<file path="src/rtl/pattern_generator_multilane_seq.sv">
// pattern_generator_multilane_seq
//   NumLanes pattern_generator cores sharing one seed/mode configuration,
//   driven by a start-level sequencer (IDLE/LOAD/SEED/RUN/FAIL) that also
//   watches the self-seed lock against a timeout.
//   Optional feature macro: PGEN_ERR_INJECT_EN (single-bit error injection
//   into the registered lane outputs, with a saturating injection counter).
//
// Core stepping: the core controls are decoded from the *next* state so the
// core advances on the same edge that data_out captures its word. The first
// RUN word is therefore the first word generated from the loaded seed, and no
// word is repeated or skipped at the LOAD->RUN or SEED->RUN boundary.

// Single-lane generator: PRBS (Fibonacci LFSR, OutBits bits per cycle, bit 0
// oldest) or a rotating fixed pattern. Self-seed shifts the incoming stream
// into the LFSR and flags lock when every incoming bit matched the LFSR's
// prediction and the state is nonzero (an all-zero stream never locks).
module pattern_generator #(
  parameter int OutBits    = 16,
  parameter int PattLength = 32,
  parameter int PRBSLength = 31,
  parameter int SeedLength = 32
) (
  input  logic                  clk,
  input  logic                  reset,
  input  logic                  load,
  input  logic                  run,
  input  logic                  seed,
  input  logic                  pattern,
  input  logic                  out_inv,
  input  logic [SeedLength-1:0] load_in,
  input  logic [OutBits-1:0]    seed_in,
  output logic [OutBits-1:0]    out,
  output logic                  seed_good
);

  // Second feedback tap for the supported PRBS lengths (first tap is the MSB).
  localparam int Tap = (PRBSLength == 7)  ? 6  :
                       (PRBSLength == 9)  ? 5  :
                       (PRBSLength == 15) ? 14 :
                       (PRBSLength == 23) ? 18 : 28;

  logic [PRBSLength-1:0] prbs_q, prbs_gen, prbs_abs;
  logic [PattLength-1:0] patt_q, patt_rot;
  logic [OutBits-1:0]    prbs_bits;
  logic                  abs_match;

  // Generate the next OutBits PRBS bits and the advanced LFSR state.
  always_comb begin
    prbs_gen  = prbs_q;
    prbs_bits = '0;
    for (int j = 0; j < OutBits; j++) begin
      prbs_bits[j] = prbs_gen[PRBSLength-1] ^ prbs_gen[Tap-1];
      prbs_gen     = {prbs_gen[PRBSLength-2:0], prbs_bits[j]};
    end
  end

  // Absorb the incoming word and check it against the LFSR prediction.
  always_comb begin
    prbs_abs  = prbs_q;
    abs_match = 1'b1;
    for (int j = 0; j < OutBits; j++) begin
      if ((prbs_abs[PRBSLength-1] ^ prbs_abs[Tap-1]) != seed_in[j]) abs_match = 1'b0;
      prbs_abs = {prbs_abs[PRBSLength-2:0], seed_in[j]};
    end
  end

  // Pattern consumes its low OutBits each cycle, rotating them to the top.
  assign patt_rot = {patt_q[OutBits-1:0], patt_q[PattLength-1:OutBits]};
  assign out      = (pattern ? patt_q[OutBits-1:0] : prbs_bits) ^ {OutBits{out_inv}};

  // Generator state: load has priority, then self-seed, then free run.
  always_ff @(posedge clk or posedge reset) begin
    if (reset) begin
      prbs_q    <= '0;
      patt_q    <= '0;
      seed_good <= 1'b0;
    end else if (load) begin
      prbs_q    <= load_in[PRBSLength-1:0];
      patt_q    <= load_in[PattLength-1:0];
      seed_good <= 1'b0;
    end else if (seed) begin
      prbs_q    <= prbs_abs;
      seed_good <= abs_match && (prbs_abs != '0);
    end else if (run) begin
      if (pattern) patt_q <= patt_rot;
      else         prbs_q <= prbs_gen;
    end
  end

endmodule

module pattern_generator_multilane_seq #(
  parameter int NumLanes    = 4,
  parameter int OutBits     = 16,
  parameter int PattLength  = 32,
  parameter int PRBSLength  = 31,
  parameter int SeedCycles  = 64,
  parameter int SeedTimeout = 1024,
  localparam int SeedLength = (PattLength > PRBSLength) ? PattLength : PRBSLength,
  localparam int LaneW      = (NumLanes > 1) ? $clog2(NumLanes) : 1
) (
  input  logic                          clk,
  input  logic                          reset,
  input  logic                          cfg_start,
  input  logic                          cfg_pattern,
  input  logic                          cfg_self_seed,
  input  logic [SeedLength-1:0]         cfg_seed,
  input  logic [NumLanes-1:0]           cfg_inv,
  input  logic [NumLanes*OutBits-1:0]   pgen_seed_in,
  output logic [NumLanes*OutBits-1:0]   data_out,
  output logic                          data_valid,
  output logic [NumLanes-1:0]           seed_good,
  output logic [2:0]                    state_out,
  output logic                          timeout_err
`ifdef PGEN_ERR_INJECT_EN
  ,
  input  logic                          err_inj,
  input  logic [LaneW-1:0]              err_inj_lane,
  output logic [15:0]                   err_inj_count
`endif
);

  typedef enum logic [2:0] {
    IDLE = 3'd0,
    LOAD = 3'd1,
    SEED = 3'd2,
    RUN  = 3'd3,
    FAIL = 3'd4
  } state_t;

  localparam logic [15:0] SeedLast = 16'(SeedCycles - 1);
  localparam logic [15:0] SeedEnd  = 16'(SeedTimeout - 1);

  state_t                            state, nxt;
  logic                              start_m, start_s;
  logic                              mode_pattern, mode_self_seed;
  logic                              load_cnt;
  logic [15:0]                       seed_cnt;
  logic [NumLanes-1:0]               inv_q;
  logic                              core_load, core_run, core_seed;
  logic [NumLanes-1:0][OutBits-1:0]  core_out;
  logic [NumLanes-1:0][OutBits-1:0]  inj_mask;

  assign state_out = state;

  // Next-state decode; a synced stop overrides everything outside IDLE.
  always_comb begin
    nxt = state;
    unique case (state)
      IDLE: if (start_s) nxt = LOAD;
      LOAD: if (load_cnt) nxt = (mode_self_seed && !mode_pattern) ? SEED : RUN;
      SEED: begin
        if ((seed_cnt >= SeedLast) && (&seed_good)) nxt = RUN;
        else if (seed_cnt == SeedEnd)               nxt = FAIL;
      end
      RUN:  nxt = RUN;
      FAIL: nxt = FAIL;
      default: nxt = IDLE;
    endcase
    if (state != IDLE && !start_s) nxt = IDLE;
  end

  // Core controls follow the state being entered (see header).
  always_comb begin
    core_load = (nxt == IDLE) || (nxt == LOAD) || (nxt == FAIL);
    core_seed = (nxt == SEED);
    core_run  = (nxt == SEED) || (nxt == RUN);
  end

  for (genvar i = 0; i < NumLanes; i++) begin : g_lane
    pattern_generator #(
      .OutBits   (OutBits),
      .PattLength(PattLength),
      .PRBSLength(PRBSLength),
      .SeedLength(SeedLength)
    ) u_pgen (
      .clk      (clk),
      .reset    (1'b0),
      .load     (core_load),
      .run      (core_run),
      .seed     (core_seed),
      .pattern  (mode_pattern),
      .out_inv  (inv_q[i]),
      .load_in  (cfg_seed),
      .seed_in  (pgen_seed_in[i*OutBits +: OutBits]),
      .out      (core_out[i]),
      .seed_good(seed_good[i])
    );
  end

`ifdef PGEN_ERR_INJECT_EN
  logic [2:0] inj_sync;
  logic       inj_hit;

  // Rising edge of the synchronized pulse, honoured only while running.
  assign inj_hit = inj_sync[1] && !inj_sync[2] && (state == RUN);

  // Flip bit 0 of the selected lane for the single cycle of a hit.
  always_comb begin
    inj_mask = '0;
    if (inj_hit) inj_mask[err_inj_lane][0] = 1'b1;
  end

  // Injection synchronizer/edge history and saturating hit counter.
  always_ff @(posedge clk or posedge reset) begin
    if (reset) begin
      inj_sync      <= '0;
      err_inj_count <= '0;
    end else begin
      inj_sync <= {inj_sync[1:0], err_inj};
      if (inj_hit && err_inj_count != 16'hFFFF) err_inj_count <= err_inj_count + 16'd1;
    end
  end
`else
  assign inj_mask = '0;
`endif

  // Sequencer state, captured config, counters and registered outputs.
  always_ff @(posedge clk or posedge reset) begin
    if (reset) begin
      state          <= IDLE;
      start_m        <= 1'b0;
      start_s        <= 1'b0;
      mode_pattern   <= 1'b0;
      mode_self_seed <= 1'b0;
      load_cnt       <= 1'b0;
      seed_cnt       <= '0;
      inv_q          <= '0;
      data_out       <= '0;
      data_valid     <= 1'b0;
      timeout_err    <= 1'b0;
    end else begin
      start_m <= cfg_start;
      start_s <= start_m;
      inv_q   <= cfg_inv;
      state   <= nxt;
      if (state == IDLE && nxt == LOAD) begin
        mode_pattern   <= cfg_pattern;
        mode_self_seed <= cfg_self_seed;
      end
      load_cnt <= (state == LOAD) && (nxt == LOAD);
      if (state != SEED)      seed_cnt <= '0;
      else if (nxt == SEED)   seed_cnt <= seed_cnt + 16'd1;
      data_out    <= (nxt == RUN) ? (core_out ^ inj_mask) : '0;
      data_valid  <= (nxt == RUN);
      timeout_err <= (nxt == FAIL);
    end
  end

endmodule

</file>
<file path="config.mk">
export PLATFORM = sky130hd
export DESIGN_NAME = pattern_generator_multilane_seq
export DESIGN_NICKNAME = d
export VERILOG_FILES = /design/src/rtl/pattern_generator_multilane_seq.sv
export SDC_FILE = /design/constraint.sdc
export NUM_CORES = 1
export LEC_CHECK = 0
export BUFFER_PORTS_ARGS = -buffer_cell sky130_fd_sc_hd__buf_2
export CORE_MARGIN = 2
export CORE_UTILIZATION = 55
export CTS_CLUSTER_DIAMETER = 60
export DETAILED_ROUTE_END_ITERATION = 8
export GPL_ROUTABILITY_DRIVEN = 0
export MAX_ROUTING_LAYER = met4
export PLACE_DENSITY = 0.75
export SLEW_MARGIN = 40
export SYNTH_ARGS = -nofsm -noshare
export SYNTH_HDL_FRONTEND = slang
export SYNTH_SLANG_ARGS = --single-unit
export TNS_END_PERCENT = 1
</file>
<file path="constraint.sdc">
create_clock -name clk -period 9.9 [get_ports clk]
set_input_delay 0.99 -clock clk [delete_from_list [all_inputs] [get_ports clk]]
set_output_delay 0.99 -clock clk [all_outputs]
set_load 0.01 [all_outputs]
</file>
* Word-level counts from Yosys, hierarchy flattened *
Cells that the tools add are included.

storage, ports and cells
  flip-flop bits (word level) = 350
  input port bits = 105
  output and inout port bits = 73
  logic and storage cells = 307

operators by class
  add/sub/neg operators = 1
  magnitude comparators = 1
  eq/ne operators = 76
  muxes and demuxes = 110
  bitwise logic cells = 68
  reductions and logical operators = 28

operator list
  kind                                                    count
  two-way mux 32 bit                                      16
  two-way mux 31 bit                                      16
  nonzero test 31 bit                                     4
  two-way mux 16 bit                                      6
  two-way mux 1 bit                                       65
  two-way mux 64 bit                                      1
  inequality test 1 bit                                   64
  bitwise XOR 1 bit                                       64
  bitwise XOR 16 bit                                      4
  adder 16 x 1 -> 16 bit (second input constant)          1
  == test 16 x 10 -> 1 bit (second input constant)        1
  >= comparator 16 x 6 -> 1 bit (second input constant)   1
  two-way mux 3 bit                                       5
  case mux 3 bit (5 select lines)                         1
  == test 3 x 2 -> 1 bit (second input constant)          4
  logical AND 1 bit                                       9
  == test 3 x 1 -> 1 bit (second input constant)          2
  == test 3 bit (second input constant)                   2
  logical NOT 3 bit                                       2
  nonzero test 2 bit                                      3
  nonzero test 3 bit                                      2
  AND reduction 4 bit                                     1
  logical OR 1 bit                                        3
  inequality test 3 x 1 -> 1 bit (second input constant)  1
  5 further kinds                                         6

* Longest topological paths before layout *
  depth in word-level cells = 19
  gate-level depth with buffers = 10

* Modules after synthesis *
From an unflattened synthesis, not the netlist that was laid out.

unflattened totals
  cell total of the unflattened synthesis = 1745
  area, all modules = 18435.2 um^2

by module, submodules not included
  module                           times used  cells an instance  area each (um^2)  seq. area each (um^2)
  pattern_generator                4           362                3718.6            1601.5
  pattern_generator_multilane_seq  1           297                3560.9            2352.3

* Worst setup path after synthesis *
No wires, ideal clock.

  path type = reg2reg
  from = register seed_cnt[14]
  to = register g_lane[0].u_pgen.patt_q[0] (enable)
  arrival time = 4.669 ns
  required time = 9.408 ns
  setup slack = 4.740 ns
  stages on the path, launching flop included = 9
  cells stage by stage = dfrtp_1 nor4_1 nand4_1 o31ai_1 buf_2 inv_2 clkbuf_1 clkbuf_1 nand2_1

between the ends
  word-level cells in the longest chain between the ends = 10

RTL lines
  item                                                                              line      text
  start, declared                                                                   138       logic [15:0] seed_cnt;
  start signal, assigned                                                            243       else if (nxt == SEED) seed_cnt <= seed_cnt + 16'd1;
  >= comparator 16 x 6 -> 1 bit / == test 16 x 10 -> 1 bit (equally long branches)  153, 154
  logical AND 1 bit / two-way mux 3 bit (equally long branches)                     153, 154
  two-way mux 3 bit (*)                                                             153       if ((seed_cnt >= SeedLast) && (&seed_good)) nxt = RUN;
  case mux 3 bit (5 select lines) (*)                                               149       unique case (state)
  two-way mux 3 bit (*)                                                             160       if (state != IDLE && !start_s) nxt = IDLE;
  net nxt[1]                                                                        134       state_t state, nxt;
  == test 3 x 1 -> 1 bit / logical NOT 3 bit (equally long branches)                165       core_load = (nxt == IDLE) || (nxt == LOAD) || (nxt == FAIL);
  logical OR 1 bit (2 in a row)                                                     165
  inequality test 2 bit (no line) / nonzero test 2 bit (equally long branches)      --
  AND reduction 3 bit (no line) (*)                                                 --
  end signal, assigned                                                              79        patt_q <= load_in[PattLength-1:0];
  end signal, assigned                                                              85        if (pattern) patt_q <= patt_rot;
  end, declared                                                                     43        logic [PattLength-1:0] patt_q, patt_rot;

Mark *: on every way through the listed nets, which the timed path passes. The rest lies on a longest branch.
A chain may end at the register's enable or synchronous reset.

* Worst setup path after layout *
  from = register seed_cnt[14]
  to = register g_lane[2].u_pgen.patt_q[24] (enable)

between the ends
  word-level cells in the longest chain between the ends = 10

RTL lines
  item                                                                              line
  >= comparator 16 x 6 -> 1 bit / == test 16 x 10 -> 1 bit (equally long branches)  153, 154
  logical AND 1 bit / two-way mux 3 bit (equally long branches)                     153, 154
  two-way mux 3 bit (*)                                                             153
  case mux 3 bit (5 select lines) (*)                                               149
  two-way mux 3 bit (*)                                                             160
  == test 3 x 1 -> 1 bit / logical NOT 3 bit (equally long branches)                165
  logical OR 1 bit (2 in a row)                                                     165
  inequality test 2 bit (no line) / nonzero test 2 bit (equally long branches)      --
  AND reduction 3 bit (no line) (*)                                                 --
  end signal, assigned                                                              79
  end signal, assigned                                                              85
  end, declared                                                                     43

Every way passes the cells marked *; elsewhere a longest branch is shown, timed or not.

==> impl_results.rst <==
.. list-table::
   :header-rows: 1

   * - Metric
     - Value
   * - Critical path data arrival time
     - around 4.7 ns
   * - Clock skew
     - 0.0189 ns
   * - Sequential cell fraction of total power
     - 0.432
   * - Via total after detailed routing
     - 12,300
   * - Global-route congestion overflow total
     - 0
   * - Fraction of synthesized cell area taken by the top area cell type
     - 0.448
   * - # IOs
     - 178
   * - Leakage power
     - around 8.9 nW
   * - Async SR Flop Fraction
     - 0.269
   * - Ratio of final minimum period to clock period
     - 0.463
   * - Post-Syn Area per Cell
     - 12.0 um^2
   * - Hold Path Stages
     - 0
   * - Critical Path Start Type
     - register
   * - EDFF count, synth
     - 252
   * - Share of layout cells above drive strength 1
     - 0.164
   * - Die height
     - 179 um
   * - First DRT Iteration DRCs
     - 1,845
   * - Via count of the first global-routing pass
     - 11,800
   * - Max-cap violations
     - 0
   * - Type of the worst min-delay path
     - register to register
   * - Mapped Cells
     - ~1,400
   * - Deepest level of the CTS H-tree
     - 2
   * - Power density over cell area
     - 297 mW/mm^2
   * - All-layer global routing usage
     - 0.315
   * - Largest cells by area after synthesis
     - sky130_fd_sc_hd__edfxtp_1 45%, sky130_fd_sc_hd__dfrtp_1 14%, sky130_fd_sc_hd__xor2_1 8.5%
   * - Fill cells
     - 2,388
   * - Die Span X
     - 179 um
   * - Area Overhead vs Synth
     - 14.2%
   * - Number of slew-limit violations in the final report
     - 0
   * - Global-route wire length before repair
     - around 72,000 um
   * - Detail Placement HPWL
     - ~32,000 um
   * - Final worst path period need
     - 4.58 ns
   * - Most frequently used cell type in the post-synthesis netlist
     - sky130_fd_sc_hd__edfxtp_1
   * - Net count after synthesis
     - 1,510
   * - Start-to-end type of the worst setup path
     - register to register
   * - Worst rel slew slack
     - 0.384
   * - Wire length reported by the detailed router
     - 48,800 um
   * - Placeable core region
     - 0.0304 mm^2
   * - Maximum number of pins on one net before global-route repair
     - 76
   * - Final layout net count
     - 1,647
   * - Max clock buf depth
     - 3
   * - Clock root cell
     - sky130_fd_sc_hd__clkbuf_16
   * - Seq/Total Area, Yosys
     - 0.593
   * - Clock-pin slew of the registers on the worst-case setup and hold paths
     - 0.06 ns
   * - Count of cells resized by post-cts repair
     - 0
   * - Die area
     - 0.0321 mm^2
   * - Wire per inst
     - 24.8 um
   * - TritonCTS clock tree
     - yes
   * - Initial antenna violation count
     - 0
   * - Switching part of the total
     - 0.360
   * - Vias per std cell
     - 6.26
   * - Worst Setup End Kind
     - register
   * - Share of total power in the clock network
     - 0.251
   * - TritonCTS Sinks
     - 350
   * - Router iterations before antenna repair
     - 6
   * - Top cells by count, synth
     - 252 x sky130_fd_sc_hd__edfxtp_1, 165 x sky130_fd_sc_hd__nand2_1, 164 x sky130_fd_sc_hd__xor2_1, 125 x sky130_fd_sc_hd__a21o_1, 125 x sky130_fd_sc_hd__mux2i_1
   * - RSZ-0062 raised after global routing
     - no
   * - ANT cells
     - 0
   * - Initial core utilization
     - 0.555
   * - Cell Rows
     - 64
   * - Post-route antenna net violation count
     - 0
   * - Clock buffers created by TritonCTS
     - 39
   * - Main flop type after synthesis
     - sky130_fd_sc_hd__edfxtp_1
   * - Logic gate share of total power
     - 0.317
   * - Run status
     - completed
   * - Number of synthesized register bits
     - 350
   * - Required time of the worst setup path
     - 10.06 ns
   * - Transition at the pin with the smallest max-transition slack
     - 0.922 ns
   * - Worst supply voltage drop on vdd
     - 0.150 mV
   * - Post-route DRC
     - 0
   * - Sw Pwr
     - 2.06 mW
   * - Number of port buffers
     - 177
   * - Clk_lat worst skew
     - roughly 0.53 ns
   * - Count of buffers added by post-CTS timing repair for setup
     - 0
   * - Achievable Freq
     - 218 MHz
   * - Largest driver fanout on the critical path
     - 75
   * - Post-synthesis instance area
     - 0.0169 mm^2
   * - Setup-violating endpoint count in the final report
     - 0
   * - Internal
     - 3.66 mW
   * - Top cell type by total area after synthesis
     - sky130_fd_sc_hd__edfxtp_1
   * - PnR Total Power
     - 5.72 mW
   * - Number of endpoints with negative hold slack in the final report
     - 0
   * - Synth Warn #
     - 0
   * - Final TNS setup
     - 0 ns
   * - Synth unique cells
     - between 40 and 50
   * - Length in cells of the worst reg-to-reg path
     - 8
   * - Number of buffers added to fix hold violations after cts
     - 0
registers in the layout (all words and copies together) (netlist names):
register                 flops
seed_cnt                    16
data_valid                   1
mode_self_seed               1
g_lane.u_pgen.seed_good      4
g_lane.u_pgen.patt_q       128
inv_q                        4
start_s                      1
load_cnt                     1
data_out                    64
mode_pattern                 1
start_m                      1
timeout_err                  1
g_lane.u_pgen.prbs_q       124
state_out                    3
logic make-up after synthesis:
logic type / share of synthesized area
and+or+nand+nor: 0.107
DFF: 0.593
AOI/OAI and AO/OA: 0.0980
xor gates and xnor gates: 0.0996
muxes: 0.0768
buffers and inverters: 0.0256
adders and majority gates: 0.000741
layout by cell type (no fill, tap or decap), drive strengths merged, types with 2 or more instances in the layout:
cell type / netlist / routed
edfxtp: 252 / 252
buf: 36 / 188
nand2: 165 / 165
xor2: 164 / 164
a21o: 125 / 125
mux2i: 125 / 125
dfrtp: 94 / 94
nor2: 72 / 72
o21ai: 68 / 68
clkbuf: 56 / 57
nor4: 33 / 33
xnor2: 28 / 28
nor3: 25 / 25
nand4: 19 / 19
and3: 19 / 19
a21oi: 19 / 19
and2: 19 / 19
or4: 14 / 14
o31ai: 13 / 13
clkinv: 0 / 10
o22ai: 9 / 9
nand3: 8 / 8
inv: 7 / 8
or3: 5 / 5
mux2: 4 / 4
a22o: 4 / 4
dfxtp: 4 / 4
a2111oi: 4 / 4
and4: 2 / 2
bufinv: 0 / 2
path summary, 6_finish.rpt:
path	end	slack [ns]	startpoint
max	g_lane[2].u_pgen.patt_q[24]	5.32	seed_cnt[14]
min	start_s	0.36	start_m
max reg2reg	g_lane[2].u_pgen.patt_q[24]	5.32	seed_cnt[14]
min reg2reg	start_s	0.36	start_m
max in group asynchronous	mode_pattern	8.42	reset
min in group asynchronous	data_out[5]	0.52	reset
power groups by stage:
stage	logic (mW)	registers (mW)	clock network, mW
6_report	1.82	2.47	1.43
5_1_grt	1.97	2.50	1.50
4_1_cts	1.80	2.45	1.44
3_5_place_dp	1.78	2.47	0
3_3_place_gp	1.74	2.46	0
2_1_floorplan	1.28	2.39	0
layout make-up:
type	instances	area [um^2]	area share
clock buffers	57	1130	0.0584
clock inverters	14	126	0.00656
inverters	7	31.3	0.00162
multi-input cells	955	6510	0.338
flip-flops and latches	350	10000	0.519
well taps	396	495	0.0257
repair buffers	188	983	0.0510
critical path, cell delays in order (launching register included):
cell and delay, ns:
sky130_fd_sc_hd__dfrtp_1 0.40, sky130_fd_sc_hd__nor4_1 0.43, sky130_fd_sc_hd__nand4_1 0.27, sky130_fd_sc_hd__o31ai_4 0.31
sky130_fd_sc_hd__buf_4 0.55, sky130_fd_sc_hd__inv_4 0.42, sky130_fd_sc_hd__buf_4 0.47, sky130_fd_sc_hd__nand2_8 0.53
sky130_fd_sc_hd__buf_4 0.68
routing by layer:
layer / track usage / vias up / share of wire
met4: 0.132 / 0 / 0.046
li1: - / 5335 / -
met5: - / - / 0
met2: 0.454 / 804 / 0.44
met1: 0.434 / 6049 / 0.40
met3: 0.0670 / 135 / 0.12
metrics by stage:
| step | hold slack, ns | setup slack (ns) | utilization | cell area [um^2] | std cells |
|---|---|---|---|---|---|
| floorplan | 0.331 | 4.74 | - | 16900 | 1404 |
| global placement | 0.353 | 5.21 | 0.591 | 18000 | 1896 |
| detailed placement | 0.336 | 5.29 | 0.592 | 18000 | 1896 |
| CTS | 0.362 | 5.30 | 0.633 | 19300 | 1967 |
| global route | 0.369 | 4.97 | 0.633 | 19300 | 1967 |
| finish | 0.361 | 5.32 | 0.633 | 19300 | 1967 |
No activity file was read; power rests on OpenSTA's default activity.
